## src/rtl/bf_pkg.sv

```systemverilog
// Shared types and thresholds for the Bound Flasher lamp sequencer.
package bf_pkg;

    typedef enum logic [2:0] {
        ST_IDLE    = 3'd0,
        ST_UP_0_15 = 3'd1,
        ST_DN_15_5 = 3'd2,
        ST_UP_5_10 = 3'd3,
        ST_DN_10_0 = 3'd4,
        ST_UP_0_5  = 3'd5,
        ST_DN_5_0  = 3'd6,
        ST_ILLEGAL = 3'd7
    } main_state_e;

    typedef enum logic [1:0] {
        CNT_HOLD = 2'b00,
        CNT_UP   = 2'b01,
        CNT_DOWN = 2'b10
    } count_state_e;

    localparam logic [4:0] LAMP_MAX = 5'd16;
    localparam logic [4:0] KB_HI    = 5'd11;
    localparam logic [4:0] KB_LO    = 5'd5;
    localparam logic [4:0] MID_HI   = 5'd6;

endpackage

```

## src/rtl/next_state_generator.sv

```systemverilog
// Next-state / counter-command decoder for the Bound Flasher main FSM.
// Holds only the kickback edge-detect flop; state and counter live outside.
module next_state_generator
    import bf_pkg::*;
#(
    parameter int LAMPS = 16
) (
    input  logic       clk,
    input  logic       rst,
    input  logic [2:0] main_state,
    input  logic [4:0] counter,
    input  logic       flick,
    input  logic       kickback_match,
    output logic [2:0] main_state_n,
    output logic [4:0] counter_load,
    output logic       counter_load_en,
    output logic [1:0] count_state
);

    localparam logic [4:0] L_TOP = 5'(LAMPS);

    logic         r_kb_q;
    logic         w_kb_acc;
    main_state_e  w_state;
    main_state_e  w_next;
    count_state_e w_cmd;

    always_ff @(posedge clk or posedge rst) begin
        if (rst) r_kb_q <= 1'b0;
        else     r_kb_q <= kickback_match;
    end

    // Only a rising edge is accepted, so a held request cannot re-trigger.
    assign w_kb_acc = kickback_match & ~r_kb_q;
    assign w_state  = main_state_e'(main_state);

    always_comb begin
        w_next          = w_state;
        w_cmd           = CNT_HOLD;
        counter_load    = '0;
        counter_load_en = 1'b0;
        case (w_state)
            ST_IDLE: begin
                if (flick) begin
                    w_next = ST_UP_0_15;
                    w_cmd  = CNT_UP;
                end else begin
                    counter_load_en = 1'b1;
                end
            end
            ST_UP_0_15: begin
                if (counter >= L_TOP) begin
                    w_next = ST_DN_15_5;
                    w_cmd  = CNT_DOWN;
                end else begin
                    w_cmd  = CNT_UP;
                end
            end
            ST_DN_15_5: begin
                if (counter <= KB_LO) begin
                    w_next = ST_UP_5_10;
                    w_cmd  = CNT_UP;
                end else begin
                    w_cmd  = CNT_DOWN;
                end
            end
            ST_UP_5_10: begin
                if (w_kb_acc) begin
                    w_next = ST_DN_15_5;
                    w_cmd  = CNT_DOWN;
                end else if (counter >= KB_HI) begin
                    w_next = ST_DN_10_0;
                    w_cmd  = CNT_DOWN;
                end else begin
                    w_cmd  = CNT_UP;
                end
            end
            ST_DN_10_0: begin
                if (counter == '0) begin
                    w_next = ST_UP_0_5;
                    w_cmd  = CNT_UP;
                end else begin
                    w_cmd  = CNT_DOWN;
                end
            end
            ST_UP_0_5: begin
                if (w_kb_acc) begin
                    w_next = ST_DN_10_0;
                    w_cmd  = CNT_DOWN;
                end else if (counter >= MID_HI) begin
                    w_next = ST_DN_5_0;
                    w_cmd  = CNT_DOWN;
                end else begin
                    w_cmd  = CNT_UP;
                end
            end
            ST_DN_5_0: begin
                if (counter == '0) begin
                    w_next          = ST_IDLE;
                    counter_load_en = 1'b1;
                end else begin
                    w_cmd  = CNT_DOWN;
                end
            end
            default: begin
                w_next          = ST_IDLE;
                counter_load_en = 1'b1;
            end
        endcase
    end

    assign main_state_n = w_next;
    assign count_state  = w_cmd;

endmodule

```

## config.mk

```make
export PLATFORM = sky130hd
export DESIGN_NAME = next_state_generator
export DESIGN_NICKNAME = d
export VERILOG_FILES = /design/src/rtl/bf_pkg.sv /design/src/rtl/next_state_generator.sv
export SDC_FILE = /design/constraint.sdc
export NUM_CORES = 1
export LEC_CHECK = 0
export ABC_AREA = 1
export CAP_MARGIN = 20
export CORE_AREA = 4 4 41 43
export DETAILED_ROUTE_END_ITERATION = 8
export DIE_AREA = 0 0 45 47
export PLACE_DENSITY = 0.64
export REMOVE_ABC_BUFFERS = 1
export SLEW_MARGIN = 25
export SYNTH_ARGS = -nofsm -noshare
export SYNTH_HDL_FRONTEND = slang
export SYNTH_SLANG_ARGS = --single-unit
```

## constraint.sdc

```tcl
create_clock -name clk -period 2.07 [get_ports clk]
set_clock_uncertainty 0.2 [all_clocks]
set_input_delay 0.414 -clock clk [delete_from_list [all_inputs] [get_ports clk]]
set_output_delay 0.414 -clock clk [all_outputs]
set_load 0.1 [all_outputs]
```

After elaboration in Yosys (flattened, before gate mapping)
Cells that the tools add are included.
{"block": "word_totals", "elab_cells": 39, "reg_bits": 1}
{"block": "op_classes", "n_bitwise": 2, "n_eq_ne": 6, "n_reduce_logical": 3, "mux": 23, "order_cmp": 4}
{"op": "2-to-1 mux 3 bit", "count": 9}
{"op": "one-hot mux 3 bit (7 select lines)", "count": 1}
{"op": "2-to-1 mux 2 bit", "count": 8}
{"op": "one-hot mux 2 bit (7 select lines)", "count": 1}
{"op": "== test 3 bit, second input constant", "count": 3}
{"op": "== test 3 x 2 -> 1 bit, second input constant", "count": 2}
{"op": "greater-or-equal comparator 5 x 3 -> 1 bit, second input constant", "count": 1}
{"op": "greater-or-equal comparator 5 x 4 -> 1 bit, second input constant", "count": 1}
{"op": "greater-or-equal comparator 5 bit, second input constant", "count": 1}
{"op": "<= comparator 5 x 3 -> 1 bit, second input constant", "count": 1}
{"op": "zero test 5 bit", "count": 1}
{"op": "OR reduction 5 bit", "count": 1}
{"op": "== test 3 x 1 -> 1 bit, second input constant", "count": 1}
{"op": "zero test 3 bit", "count": 1}
{"op": "2-to-1 mux 1 bit", "count": 3}
{"op": "one-hot mux 1 bit (3 select lines)", "count": 1}
{"op": "AND 1 bit", "count": 1}
{"op": "inverter 1 bit", "count": 1}

Logic depth before layout (Yosys ltp)
{"block": "logic_depth", "depth_word": 4, "depth_mapped": 7, "ltp_nobuf": 7}

Worst setup path after synthesis
OpenSTA, ideal clock, no wires.
{"block": "synth_path", "kind": "input -> output", "start": "input main_state[2]", "end": "output counter_load_en", "arrival_ns": 2.032, "cell_stages": 3, "required_ns": 1.456, "slack_ns": -0.576, "path_buffers": 0, "cell_sequence": "inv_2 -> nand3_1 -> o211ai_1"}
{"block": "synth_between", "elab_chain_len": 3}
{"element": "start: declaration", "line_no": "next_state_generator.sv:10", "text": "input logic [2:0] main_state,"}
{"element": "== test 3 bit (tied with other cells)", "line_no": "next_state_generator.sv:42", "text": "case (w_state)"}
{"element": "OR reduction 5 bit (no source line)"}
{"element": "one-hot mux 1 bit (3 select lines) (*)", "line_no": "next_state_generator.sv:42"}
{"element": "end: declaration", "line_no": "next_state_generator.sv:16", "text": "output logic counter_load_en,"}
Every way passes the cells marked *; elsewhere a longest branch is shown, timed or not.

Worst setup path after layout
{"block": "layout_path", "start": "input flick", "end": "output main_state_n[0]"}
{"block": "layout_between", "elab_chain_len": 2}
{"element": "start: declaration", "line_no": "next_state_generator.sv:12", "text": "input logic flick,"}
{"element": "2-to-1 mux 3 bit", "line_no": "next_state_generator.sv:44", "text": "if (flick) begin"}
{"element": "one-hot mux 3 bit (7 select lines)", "line_no": "next_state_generator.sv:42"}
{"element": "end: declaration", "line_no": "next_state_generator.sv:14", "text": "output logic [2:0] main_state_n,"}
No other way between the ends.

==> out/metrics.yaml <==
routing:
  ant_nets: 0
  dr.pass1.iters: 4
  via_per_inst: 4.59
  drt_wl_total_um: 1180
  first_iter_violations: 7
  wl_per_cell_um: 9.97
  vias: 542
  drc: 0
placed_design:
  gp_congestion: 0.807
  placed_cells: 115
  dpl.hpwl_um: 902
  port_buffers: 17
sta:
  timing.final.crit_share_pct: 97.5
  hold_violations: 0
  setup_viol: 0
  slew_violations: 0
  fmax_mhz: 495
  period_needed_ns: 2.02
  fin_setup_tns_ns: 0
yosys:
  synth_area_um2: 417
  synth-edff-count: 0
  synth_xor_area_share_pct: 0
  synthTopCellsByArea: "nand2_1, nand3_1, buf_4, nand2_2, inv_1"
  synth_commonest_cells: "nand2_1, nand3_1, inv_1, nor2_1, nand2_2"
  synthMuxAreaShare_pct: 0
  synth_most_common_cell: "nand2_1"
  synth_cells: 77
  netlist.area_leader.share_pct: 16.2
  synth_top_family_by_area: "simple AND/OR/NAND/NOR gates"
  syn_area_per_cell_um2: 5.41
  yosysTopAreaCell: "nand2_1"
  ys_types: 16
  ys_async_sr_fraction_pct: 100
  synth_seq_area_share_pct: 6.01
  synth_adder_area_share_pct: 0
  yosysWarnings: 0
  synth_seq_cells: 1
  synthSimpleGateAreaFrac_pct: 69.7
  synth_compound_area_share_pct: 1.80
  ys.flop_type: "dfrtp_1"
worst_setup_path:
  cp_top_family: "buffers and inverters"
  crit_type: "input pin to output pin"
  critical_path_arrival_ns: 1.40
  start_kind: "input pin"
  crit_fanout: 2
  cp-startpoint: "flick"
  critPathBufInv: 2
  crit_required_ns: 1.46
  path_depth: 6
  worst_setup_path_end_kind: "output pin"
  crit_chain: "clkdlybuf4s50_1 > nand4_1 > nand2_2 > nor2_4 > nand3_2 > buf_12"
  critPathSlowestCell: "clkdlybuf4s50_1"
  cpPeakStageDelay_ns: 0.47
  crit_end: "main_state_n[0]"
grt:
  grt_pass1_vias: 499
  grt_max_degree: 8
  grt.total_usage_pct: 11.7
  grt_pass1_wl_um: 1970
  grt_overflow: 0
  antenna_found_initial: 0
power:
  peakVddDrop_uv: 172
  p_switching_mw: 0.190
  comb_power_share_pct: 93.0
  p_int_mw: 0.111
  swShare_pct: 63.0
  p_total_mw: 0.301
  p_leak_nw: 0.404
  seq_power_share_pct: 7.0
  power.share.clock_pct: 0
  powerDensity_nw_per_um2: 390
floorplanning:
  die_w_um: 45
  die_y_um: 47
  core-area_um2: 1300
  fp.dieArea_um2: 2120
  rows: 13
  start_util_pct: 32.0
  io_pins: 23
finish:
  largest_reg_flops: 1
  num_antenna_cells: 0
  area_delta_synth_final_pct: 85.6
  fill_cells: 128
  drive_gt1_share_pct: 54.4
  final_core_util_pct: 59.4
  fin_cells: 118
  largest-register: "r_kb_q"
  reg.largest.list: "r_kb_q x1"
  final_nets: 117
run_status:
  status: "completed"
flow_run:
  max_cap_viol_count: 0
clock_network:
  cts_hold_buf: 0
  clk_pin_slew_ns: 0
hold_path:
  worstHoldPathType: "input pin to asynchronous set/reset pin"
==> final cells by class <==
cell class | count | area (µm²) | area share, %
multi-input cells | 61 | 382 | 49.4
repair buffers | 27 | 288 | 37.2
well taps | 15 | 18.8 | 2.43
flip-flops and latches | 1 | 25.0 | 3.24
inverters | 14 | 60.1 | 7.77
==> power by group through the flow <==
stage | logic, mW | clock network (mW) | registers (mW)
after floorplan | 0.168 | 0 | 0.0211
after global placement | 0.264 | 0 | 0.0211
after detailed placement | 0.266 | 0 | 0.0211
after CTS | 0.271 | 0 | 0.0211
after global routing | 0.294 | 0 | 0.0211
final | 0.280 | 0 | 0.0211
==> stage by stage <==
| step | hold slack (ns) | instance area (µm²) | setup WS (ns) |
|---|---|---|---|
| 5_1_grt | 0.397 | 773 | -0.00287 |
| 3_5_place_dp | 0.367 | 696 | -0.323 |
| 6_report | 0.365 | 773 | 0.0511 |
| 4_1_cts | 0.374 | 747 | 0.00739 |
| 2_1_floorplan | -0.0573 | 394 | -0.576 |
| 3_3_place_gp | 0.365 | 696 | -0.329 |
==> logic make-up after synthesis <==
kind of cell,Yosys count
AND/OR/NAND/NOR,55
buffers and inverters,19
AO/OA/AOI/OAI,1
flip-flops,1
other,1
==> timing repair <==
item                                    4_1_cts  5_1_grt
resized for setup                            34       23
endpoints found under the setup margin        6        6
pin swaps                                    12       12
buffers inserted                              2        1
==> routing by layer <==
metal	up-vias	part of all wire [%]	GRT usage, %
met4	0	0	0
met5	-	0	0
met2	16	53	22.9
met1	238	41	15.3
li1	288	-	-
met3	0	5.6	0
==> worst min-delay path by stage <==
stage	start	to	cells after the start
finish	rst	r_kb_q	2
global route	rst	r_kb_q	2
CTS	rst	r_kb_q	2
detailed placement	rst	r_kb_q	2
global placement	rst	r_kb_q	2
floorplan	rst	r_kb_q	1
==> cell usage in the layout, fill, tap and decap left out <==
cell and n:
nand4_1 4, inv_2 3, nor2_1 5, clkdlybuf4s15_2 1, buf_2 3, dfrtp_1 1, inv_1 8, nand2_2 8
clkdlybuf4s50_1 2, clkbuf_2 2, buf_4 10, conb_1 5, o211ai_1 1, dlygate4sd2_1 1, nor2_4 4, buf_12 5
nand3_2 6, clkbuf_16 1, buf_6 2, nand2_1 14, nand3_1 6, nand3_4 1, and2_4 1, nand2_4 2
inv_4 3, nor2_2 4
(Power assumes the default switching activity.)
